[config.mk]
export PLATFORM = sky130hd
export DESIGN_NAME = seg_scan_ctrl
export DESIGN_NICKNAME = d
export VERILOG_FILES = /design/src/rtl/seg_scan_ctrl_pkg.sv /design/src/rtl/seg_scan_ctrl_slot_timer.sv /design/src/rtl/seg_scan_ctrl.sv
export SDC_FILE = /design/constraint.sdc
export NUM_CORES = 1
export LEC_CHECK = 0
export CAP_MARGIN = 20
export CORE_UTILIZATION = 45
export CTS_CLUSTER_SIZE = 25
export DETAILED_ROUTE_END_ITERATION = 10
export GPL_TIMING_DRIVEN = 1
export PLACE_DENSITY = 0.75
export SLEW_MARGIN = 20
export SYNTH_ARGS = -nofsm -noshare
export SYNTH_HDL_FRONTEND = slang
export SYNTH_SLANG_ARGS = --single-unit
[constraint.sdc]
create_clock -name clk -period 1.8 [get_ports clk]
set_clock_uncertainty 0.1 [all_clocks]
set_input_delay 0.45 -clock clk [delete_from_list [all_inputs] [get_ports clk]]
set_output_delay 0.45 -clock clk [all_outputs]
set_load 0.05 [all_outputs]
[src/rtl/seg_scan_ctrl_pkg.sv]
// Shared types and constants for the three-digit segment scan controller.
package seg_scan_ctrl_pkg;

  typedef enum logic [1:0] {
    StIdle,
    StBlank,
    StShow
  } state_e;

  localparam int unsigned NUM_DIGITS = 3;

  typedef logic [1:0] idx_t;

  localparam idx_t IDX_LAST = idx_t'(NUM_DIGITS - 1);

  localparam logic [NUM_DIGITS-1:0] DIGIT_SEL_0 = 3'b001;
  localparam logic [NUM_DIGITS-1:0] DIGIT_SEL_1 = 3'b010;
  localparam logic [NUM_DIGITS-1:0] DIGIT_SEL_2 = 3'b100;

  function automatic logic [NUM_DIGITS-1:0] digit_onehot(input idx_t idx);
    logic [NUM_DIGITS-1:0] sel;
    case (idx)
      2'd0:    sel = DIGIT_SEL_0;
      2'd1:    sel = DIGIT_SEL_1;
      2'd2:    sel = DIGIT_SEL_2;
      default: sel = '0;
    endcase
    return sel;
  endfunction

endpackage

[src/rtl/seg_scan_ctrl_slot_timer.sv]
// Per-slot down-counter: flags the last blanking cycle, the cycle before slot end, and slot end.
module slot_timer #(
  parameter int unsigned SCAN_DIV  = 1000,
  parameter int unsigned BLANK_CYC = 16
) (
  input  logic clk_i,
  input  logic rst_i,
  input  logic clear_i,
  input  logic start_i,
  input  logic run_i,
  output logic blank_done_o,
  output logic slot_pre_o,
  output logic slot_done_o
);

  localparam int unsigned CntW = (SCAN_DIV > 1) ? $clog2(SCAN_DIV) : 1;
  localparam logic [CntW-1:0] CntTop   = CntW'(SCAN_DIV - 1);
  localparam logic [CntW-1:0] CntOne   = CntW'(1);
  localparam logic [CntW-1:0] BlankEnd = CntW'(SCAN_DIV - BLANK_CYC);

  logic [CntW-1:0] cnt_q, cnt_d;

  // Counter holds cycles remaining in the slot minus one; reloads itself at slot end.
  always_comb begin
    cnt_d = cnt_q;
    if (clear_i) begin
      cnt_d = '0;
    end else if (start_i) begin
      cnt_d = CntTop;
    end else if (run_i) begin
      cnt_d = (cnt_q == '0) ? CntTop : cnt_q - CntOne;
    end
  end

  always_ff @(posedge clk_i) begin
    if (rst_i) begin
      cnt_q <= '0;
    end else begin
      cnt_q <= cnt_d;
    end
  end

  assign blank_done_o = run_i && (BLANK_CYC != 0) && (cnt_q == BlankEnd);
  assign slot_pre_o   = run_i && (cnt_q == CntOne);
  assign slot_done_o  = run_i && (cnt_q == '0);

endmodule

[src/rtl/seg_scan_ctrl.sv]
// Three-digit multiplexed 7-segment scanner with per-slot blanking and mode-digit blink.
module seg_scan_ctrl
  import seg_scan_ctrl_pkg::*;
#(
  parameter int unsigned SCAN_DIV     = 1000,
  parameter int unsigned BLANK_CYC    = 16,
  parameter int unsigned BLINK_FRAMES = 64
) (
  input  logic       clk,
  input  logic       reset,
  input  logic       enable,
  input  logic       write_mode,
  input  logic [6:0] seg_mode,
  input  logic [6:0] seg1_action,
  input  logic [6:0] seg2_action,
  output logic [6:0] seg_out,
  output logic [2:0] digit_en,
  output logic       frame_tick
);

  localparam int unsigned BlinkW = (BLINK_FRAMES > 1) ? $clog2(BLINK_FRAMES) : 1;
  localparam logic [BlinkW-1:0] BlinkLast = BlinkW'(BLINK_FRAMES - 1);
  localparam logic [BlinkW-1:0] BlinkOne  = BlinkW'(1);

  state_e            state_q;
  idx_t              idx_q, idx_next, show_idx;
  logic [6:0]        seg_q, show_seg, pat;
  logic [2:0]        den_q, show_den;
  logic              ft_q, hide;
  logic [BlinkW-1:0] frame_cnt_q, frame_cnt_d;
  logic              blink_q, blink_d;
  logic              blank_done, slot_pre, slot_done;
  logic              tmr_clear, tmr_start, tmr_run;

  assign tmr_clear = !enable;
  assign tmr_start = (state_q == StIdle);
  assign tmr_run   = (state_q != StIdle);

  slot_timer #(
    .SCAN_DIV  (SCAN_DIV),
    .BLANK_CYC (BLANK_CYC)
  ) u_slot_timer (
    .clk_i        (clk),
    .rst_i        (reset),
    .clear_i      (tmr_clear),
    .start_i      (tmr_start),
    .run_i        (tmr_run),
    .blank_done_o (blank_done),
    .slot_pre_o   (slot_pre),
    .slot_done_o  (slot_done)
  );

  always_comb begin
    frame_cnt_d = frame_cnt_q;
    blink_d     = blink_q;
    if (!write_mode) begin
      frame_cnt_d = '0;
      blink_d     = 1'b1;
    end else if (ft_q) begin
      if (frame_cnt_q == BlinkLast) begin
        frame_cnt_d = '0;
        blink_d     = !blink_q;
      end else begin
        frame_cnt_d = frame_cnt_q + BlinkOne;
      end
    end
  end

  // Pattern for whichever digit a SHOW entry on this edge would display.
  always_comb begin
    idx_next = (idx_q == IDX_LAST) ? '0 : idx_q + 2'd1;
    unique case (state_q)
      StShow:  show_idx = idx_next;
      StBlank: show_idx = idx_q;
      default: show_idx = '0;
    endcase
    case (show_idx)
      2'd0:    pat = seg_mode;
      2'd1:    pat = seg1_action;
      default: pat = seg2_action;
    endcase
    // Uses the next blink phase so a wrap on this edge already affects the new slot.
    hide     = write_mode && !blink_d && (show_idx == '0);
    show_seg = hide ? 7'h00 : pat;
    show_den = hide ? 3'b000 : digit_onehot(show_idx);
  end

  always_ff @(posedge clk) begin
    if (reset) begin
      state_q     <= StIdle;
      idx_q       <= '0;
      seg_q       <= '0;
      den_q       <= '0;
      ft_q        <= 1'b0;
      frame_cnt_q <= '0;
      blink_q     <= 1'b1;
    end else begin
      frame_cnt_q <= frame_cnt_d;
      blink_q     <= blink_d;
      ft_q        <= 1'b0;
      if (!enable) begin
        state_q <= StIdle;
        idx_q   <= '0;
        seg_q   <= '0;
        den_q   <= '0;
      end else begin
        ft_q <= slot_pre && (idx_q == IDX_LAST);
        unique case (state_q)
          StIdle: begin
            idx_q <= '0;
            if (BLANK_CYC == 0) begin
              state_q <= StShow;
              seg_q   <= show_seg;
              den_q   <= show_den;
            end else begin
              state_q <= StBlank;
            end
          end
          StBlank: begin
            if (blank_done) begin
              state_q <= StShow;
              seg_q   <= show_seg;
              den_q   <= show_den;
            end
          end
          StShow: begin
            if (slot_done) begin
              idx_q <= idx_next;
              if (BLANK_CYC == 0) begin
                seg_q <= show_seg;
                den_q <= show_den;
              end else begin
                state_q <= StBlank;
                seg_q   <= '0;
                den_q   <= '0;
              end
            end
          end
          default: begin
            state_q <= StIdle;
            seg_q   <= '0;
            den_q   <= '0;
          end
        endcase
      end
    end
  end

  assign seg_out    = seg_q;
  assign digit_en   = den_q;
  assign frame_tick = ft_q;

endmodule
# [Yosys cells after proc, flatten, opt, wreduce, memory -nomap -nowiden]
# Index checks and enable logic that the tools add are counted.
[op_classes] shifts=0 reduce_logical=20 div=0 n_addsub=3 order_cmp=0 n_mul=0 n_mux=24 eq_ne=10 n_bitwise=3
[ops] operator="$mux 10" n=3
[ops] operator="$mux 7" n=3
[ops] operator="$pmux 7 s3" n=1
[ops] operator="$pmux 3 s3" n=2
[ops] operator="$pmux 7 s2" n=1
[ops] operator="$eq 10x1->1 const B" n=1
[ops] operator="$eq 10x10->1 const B" n=1
[ops] operator="$logic_not 10->1" n=1
[ops] operator="$sub 10x1->10 const B" n=1
[ops] operator="$mux 3" n=3
[ops] operator="$mux 2" n=4
[ops] operator="$pmux 2 s2" n=2
[ops] operator="$add 6x1->6 const B" n=1
[ops] operator="$eq 2x2->1 const B" n=3
[ops] operator="$eq 6x6->1 const B" n=1
[ops] operator="$logic_and 1x1->1" n=6
[ops] operator="$mux 6" n=1
[ops] operator="$pmux 2 s3" n=1
[ops] operator="$reduce_bool 2->1" n=3
[ops] operator="$eq 2x1->1 const B" n=2
[ops] operator="$logic_not 2->1" n=2
[ops] operator="$ne 2x2->1 const B" n=2
[ops] operator="$reduce_and 2->1" n=2
[ops] operator="$reduce_or 2->1" n=2
[ops] operator="other kinds (6)" n=11
[word_totals] ramBits=0 inputBits=25 elab_cells=69 regBits=32 n_memories=0 romBits=0 latchBits=0 out_inout_bits=11

# [Longest topological paths before layout]
[depth] word_depth=10 ltp_mapped=8 depth_no_buf=7

# [By module]
# A second synthesis with hierarchy kept.
[hier_totals] cells_unflattened=191 hier_area_um2=1682.9
[modules_own_cells] mod="seg_scan_ctrl" area_per_inst_um2=1111.1 cells_each=126 n_inst=1 seq_area_each_um2=440.4
[modules_own_cells] mod="slot_timer" area_per_inst_um2=571.8 cells_each=65 n_inst=1 seq_area_each_um2=200.2

# [Least setup slack after synthesis]
# No wires, ideal clock.
[synth_timing] kind="register to register" from="reg ft_q (netlist: frame_tick)" to="reg seg_q[0] (netlist: seg_out[0])" arrival_time_ps=1901 setup_time_ps=88 stages_incl_launch_ff=6 path_buffers=0 period_less_slack_ps=2089 required_ps=1612 setup_slack_ps=-289 cell_sequence="dfxtp_1 -> nand4_1 -> or3_1 -> nand4_1 -> nand3_4 -> o32ai_2"
[synth_between] elab_chain_len=8
[synth_rtl] item="start: declaration" line="seg_scan_ctrl.sv:29" text="logic ft_q, hide;"
[synth_rtl] item="start signal: assignment" line="seg_scan_ctrl.sv:107" text="ft_q <= slot_pre && (idx_q == IDX_LAST);"
[synth_rtl] item="$mux 1" line="seg_scan_ctrl.sv:59" text="end else if (ft_q) begin"
[synth_rtl] item="$mux 1" line="seg_scan_ctrl.sv:56" text="if (!write_mode) begin"
[synth_rtl] item="$logic_not 1->1" line="seg_scan_ctrl.sv:83" text="hide = write_mode && !blink_d && (show_idx == '0);"
[synth_rtl] item="$logic_and 1x1->1 (2 in a row)" line="seg_scan_ctrl.sv:83"
[synth_rtl] item="$mux 7" line="seg_scan_ctrl.sv:84" text="show_seg = hide ? 7'h00 : pat;"
[synth_rtl] item="$mux 7" line="seg_scan_ctrl.sv:120" text="if (blank_done) begin"
[synth_rtl] item="$pmux 7 s3" line="seg_scan_ctrl.sv:108" text="unique case (state_q)"
[synth_rtl] item="end signal: assignment" line="seg_scan_ctrl.sv:113" text="seg_q <= show_seg;"
[synth_rtl] item="end signal: assignment" line="seg_scan_ctrl.sv:122" text="seg_q <= show_seg;"
[synth_rtl] item="end signal: assignment" line="seg_scan_ctrl.sv:130" text="seg_q <= show_seg;"
[synth_rtl] item="end: declaration" line="seg_scan_ctrl.sv:27" text="logic [6:0] seg_q, show_seg, pat;"
# Every way passes these cells. The select of a mux whose other input is x is not followed.
# A chain may end at the register's enable or synchronous reset.

# [Worst setup path after layout]
[layout_timing] from="reg state_q[0]" to="reg seg_q[1] (netlist: seg_out[1])"
[layout_between] elab_chain_len=7 word_cells_on_any_way=18 cone_classes="eq/ne (5); mux (5); bitwise (1); reduce/logical (7)"
[layout_rtl] item="start: declaration" line="seg_scan_ctrl.sv:25" text="state_e state_q;"
[layout_rtl] item="start signal: assignment" line="seg_scan_ctrl.sv:90" text="state_q <= StIdle;"
[layout_rtl] item="start signal: assignment" line="seg_scan_ctrl.sv:102" text="state_q <= StIdle;"
[layout_rtl] item="start signal: assignment" line="seg_scan_ctrl.sv:112" text="state_q <= StShow;"
[layout_rtl] item="$eq 2x1->1 or $eq 2x2->1 (tied branches)" line="seg_scan_ctrl.sv:72, seg_scan_ctrl.sv:108"
[layout_rtl] item="$pmux 2 s2" line="seg_scan_ctrl.sv:72" text="unique case (state_q)"
[layout_rtl] item="$eq 2x1->1 or $logic_not 2->1 (tied branches)" line="seg_scan_ctrl.sv:77, seg_scan_ctrl.sv:83"
[layout_rtl] item="$pmux 7 s2 or $logic_and 1x1->1 (tied branches)" line="seg_scan_ctrl.sv:77, seg_scan_ctrl.sv:83"
[layout_rtl] item="$mux 7" line="seg_scan_ctrl.sv:84"
[layout_rtl] item="$mux 7" line="seg_scan_ctrl.sv:120"
[layout_rtl] item="$pmux 7 s3" line="seg_scan_ctrl.sv:108"
# Parallel ways exist; a longest one is shown, timed or not. The select of a mux whose other input is x is not followed.

==> results.txt <==
----------------------------------------------------
[Floorplan]
  Width of the chip ... 62.8 µm
  Initial Utilization ... 48.3%
  Core ar. ... 3440 µm²
  Die Height ... 62.8 µm
  Cell Rows ... 21
  Overall die area ... 3940 µm²
  I/O pin count ... 36

[Logic synthesis]
  Post-synthesis instance total ... 179
  Main flop type after synthesis ... sky130_fd_sc_hd__dfxtp_1
  Share of the synthesized area in the top cell type ... 38.5%
  Syn Area/Cell ... 9.29 µm²
  Top post-synthesis cells by area ... sky130_fd_sc_hd__dfxtp_1 (39%), sky130_fd_sc_hd__ha_1 (6.0%), sky130_fd_sc_hd__o32ai_2 (5.9%)
  Number of distinct library cells after synthesis ... 40
  Area of the mapped netlist ... 1660 µm²
  Register bit total from synthesis ... 32
  Number of enable-type register cells in the synthesized netlist ... 0
  Count of warnings emitted by yosys ... 0
  Fraction of synthesis flops using an asynchronous set or reset pin ... 0%
  Sequential-to-total area share from yosys stat ... 38.5%
  Cell type contributing the most total cell area after synthesis ... sky130_fd_sc_hd__dfxtp_1
  Synthesized net count ... 212

[Drt]
  Via count of the routed design ... 1,691
  Number of remaining DRC errors ... 0
  Amount of wire on met2 after detailed routing ... 2.86 mm
  Routed length on met1 ... 1.92 mm
  WL/cell ... 17.4 µm
  Wirelength, routed ... 5.12 mm
  Violation count after the first detailed-route iteration ... 103
  Post-route ant nets ... 0
  Routed length on met3 ... 269 µm
  Length of the first detailed-routing pass in iterations ... 4
  Uppermost routed layer ... met4
  Number of vias per cell after detailed routing ... 5.73

[Layout]
  Count of non-filler cells in the finished layout ... 295
  Diodes inserted ... 0
  Area growth from synthesis to layout ... 56.9%
  Post-layout net count ... 281
  Most frequent standard cell in the layout excluding fill and tap cells ... sky130_fd_sc_hd__buf_4
  Util after Layout ... 75.8%
  Fraction of layout cells with a size suffix above 1 ... 38.6%
  Top library cells by usage in the layout, fill and taps aside ... sky130_fd_sc_hd__buf_4 (39), sky130_fd_sc_hd__clkdlybuf4s50_1 (24), sky130_fd_sc_hd__nand2_1 (21), sky130_fd_sc_hd__dfxtp_1 (21), sky130_fd_sc_hd__nor2_1 (12)
  Summed area of non-filler cells in the final layout ... 2610 µm²

[STA]
  Time the worst path needs with I/O delays and setup ... 1.84 ns
  Final hold viol count ... 0
  Setup violation total in the final timing report ... 7
  Slew @ Worst Pin ... 0.394 ns
  Slew Limit Fails ... 0
  Setup repair after global routing missed its margin ... true
  Normalized max-slew margin ... 73.7%
  FMAX ... 545 MHz
  Share of the cycle needed by the critical path after routing ... 102%
  Worst Slack Setup Final ... -0.0358 ns

[CTS]
  Clock root buffer ... sky130_fd_sc_hd__clkbuf_8
  Clock transition at path regs ... 0.07 ns
  Clock tree from TritonCTS ... yes
  H-tree depth reported by CTS ... 2
  Clock latency at the later pin of the worst-skew pair ... 0.30 ns
  Number of clock sinks ... 32
  Number of clock buffers inserted by TritonCTS ... 5
  Largest buffer count on any clock path ... 2

[Power]
  Net switching fraction of the power ... 26.9%
  Portion of total power attributed to the clock network ... 37.4%
  Pwr dens ... 707 nW/µm²
  Portion of total power attributed to combinational logic ... 21.8%
  Reported net switching power ... 496 µW
  Cell Int Power ... 1.35 mW
  Static leakage ... 0.956 nW
  Share of total power in sequential cells ... 40.8%
  Largest vdd supply drop ... 0.579 mV

[Worst setup path]
  Chain of cells forming the critical path ... inv_4 > ha_4 > buf_6 > nor2b_4 > o21ai_4 > buf_12 > a222oi_1 > o32ai_2
  Critical path peak fanout ... 8
  Critical Path Sink Type ... flop
  Path type of the worst setup path ... reg2reg
  Critical path arrival ... 1.91 ns
  CP peak stage delay ... 0.42 ns
  Critical path data required time ... 1.88 ns
  Delay-heaviest family, CP ... compound AO/OA/AOI/OAI gates
  Type of element launching the critical path ... flop
  Master of the slowest instance on the critical path ... sky130_fd_sc_hd__a222oi_1
  Combined buffer and inverter count along the critical path ... 3

[Placed design]
  Quantity of I/O buffers inserted on ports ... 35
  Placed Area ... 2300 µm²
  Half-perimeter wire length after placement ... 3.35 mm
  Routability congestion estimate from global placement ... 0.854
  Post-Place Cells ... 278

[Flow run]
  Total of max-cap violations ... 0

[Global routing]
  Overall track demand over capacity in global routing ... 26.9%
  First-pass GRT wire length ... 8.10 mm
  Remaining Overflow, GRT ... 0
  Initial antenna violation count ... 0
  Pin count of the biggest net entering global routing ... 20
  Vias in the first global route ... 1,771

[Min path]
  Hold WC Path Type ... reg2reg

[Status]
  Run status ... finished with violations
  Violated checks ... setup timing

----------------------------------------------------
## power groups by stage
stage	registers (mW)	logic, mW	clock network (mW)
after global routing	0.754	0.427	0.719
after floorplan	0.768	0.192	0
final	0.752	0.401	0.690
after global placement	0.762	0.330	0
after detailed placement	0.764	0.345	0
after CTS	0.749	0.368	0.691
## worst reg2reg max path, delay by kind of cell (launching register included)
family	cells	cell delay (ns)
compound gates	3	0.64
flops	1	0.36
buf+inv	3	0.32
simple gates	1	0.16
fa+ha+maj	1	0.14
## through the flow
step	TNS (ns)	power, mW	setup slack [ns]	hold WS [ns]
floorplan	0	0.959	0.0211	0.358
global placement	-0.0884	1.09	-0.0472	0.361
detailed placement	-0.878	1.11	-0.168	0.363
CTS	-0.0494	1.81	-0.0231	0.383
global route	-0.569	1.90	-0.113	0.412
finish	-0.105	1.84	-0.0358	0.391
## cell usage after synthesis, types with 2 or more instances
| master | n |
|---|---|
| sky130_fd_sc_hd__nor3_1 | 2 |
| sky130_fd_sc_hd__ha_1 | 8 |
| sky130_fd_sc_hd__nand2_1 | 22 |
| sky130_fd_sc_hd__a222oi_1 | 7 |
| sky130_fd_sc_hd__nand2b_1 | 3 |
| sky130_fd_sc_hd__a21oi_1 | 13 |
| sky130_fd_sc_hd__o31ai_1 | 2 |
| sky130_fd_sc_hd__mux2i_1 | 2 |
| sky130_fd_sc_hd__nand4_1 | 6 |
| sky130_fd_sc_hd__dfxtp_1 | 32 |
| sky130_fd_sc_hd__nor2_1 | 12 |
| sky130_fd_sc_hd__buf_2 | 2 |
| sky130_fd_sc_hd__inv_1 | 7 |
| sky130_fd_sc_hd__nor4_2 | 2 |
| sky130_fd_sc_hd__o21ai_0 | 7 |
| sky130_fd_sc_hd__nor4_1 | 3 |
| sky130_fd_sc_hd__clkbuf_1 | 4 |
| sky130_fd_sc_hd__nor2b_1 | 3 |
| sky130_fd_sc_hd__or3_1 | 2 |
| sky130_fd_sc_hd__xnor2_1 | 5 |
| sky130_fd_sc_hd__xor2_1 | 6 |
| sky130_fd_sc_hd__nand3_1 | 6 |
| sky130_fd_sc_hd__o32ai_2 | 6 |
## registers in the layout, summed over array words and instances (netlist names)
register            count
blink_q                 1
digit_en                3
frame_cnt_q             6
frame_tick              1
idx_q                   2
seg_out                 7
state_q                 2
u_slot_timer.cnt_q     10
## layout make-up
class | instances | area (µm²)
fill | 212 | 833
clock inverter | 2 | 35.0
inverter | 7 | 28.8
timing repair buffer | 69 | 627
multi-input combinational | 133 | 1120
clock buffer | 6 | 72.6
sequential | 32 | 664
tap | 46 | 57.6
## repair_timing
action                                 CTS  global route
endpoints found under the hold margin    0             0
setup endpoints to repair                9            14
gates resized for setup                 18            17
pin swaps                               12             9
hold buffers                             0             0
buffers inserted                         6             3
## cells by family after synthesis
family	Yosys count	share of synthesized area (%)
simple gates	68	22.5
compound gates	44	22.2
flops	32	38.5
buf+inv	14	3.76
xor+xnor	11	5.79
fa+ha+maj	8	6.02
mux	2	1.20
## final timing paths
path,start,endpoint,slack [ns],cells past startpoint
worst max-delay path,state_q[0]$_SDFFE_PP0P_,seg_out[1]$_SDFFE_PP0P_,-0.04,8
worst min-delay path,seg_out[5]$_SDFFE_PP0P_,seg_out[5]$_SDFFE_PP0P_,0.39,2
worst max register to register,state_q[0]$_SDFFE_PP0P_,seg_out[1]$_SDFFE_PP0P_,-0.04,8
worst min register to register,seg_out[5]$_SDFFE_PP0P_,seg_out[5]$_SDFFE_PP0P_,0.39,2
## per-layer routing
layer | vias to the layer above | track usage, %
met5 | - | 0
met4 | 0 | 11.6
met3 | 12 | 5.47
met2 | 52 | 51.6
met1 | 822 | 27.6
li1 | 805 | -
No activity file was read; power rests on OpenSTA's default activity.
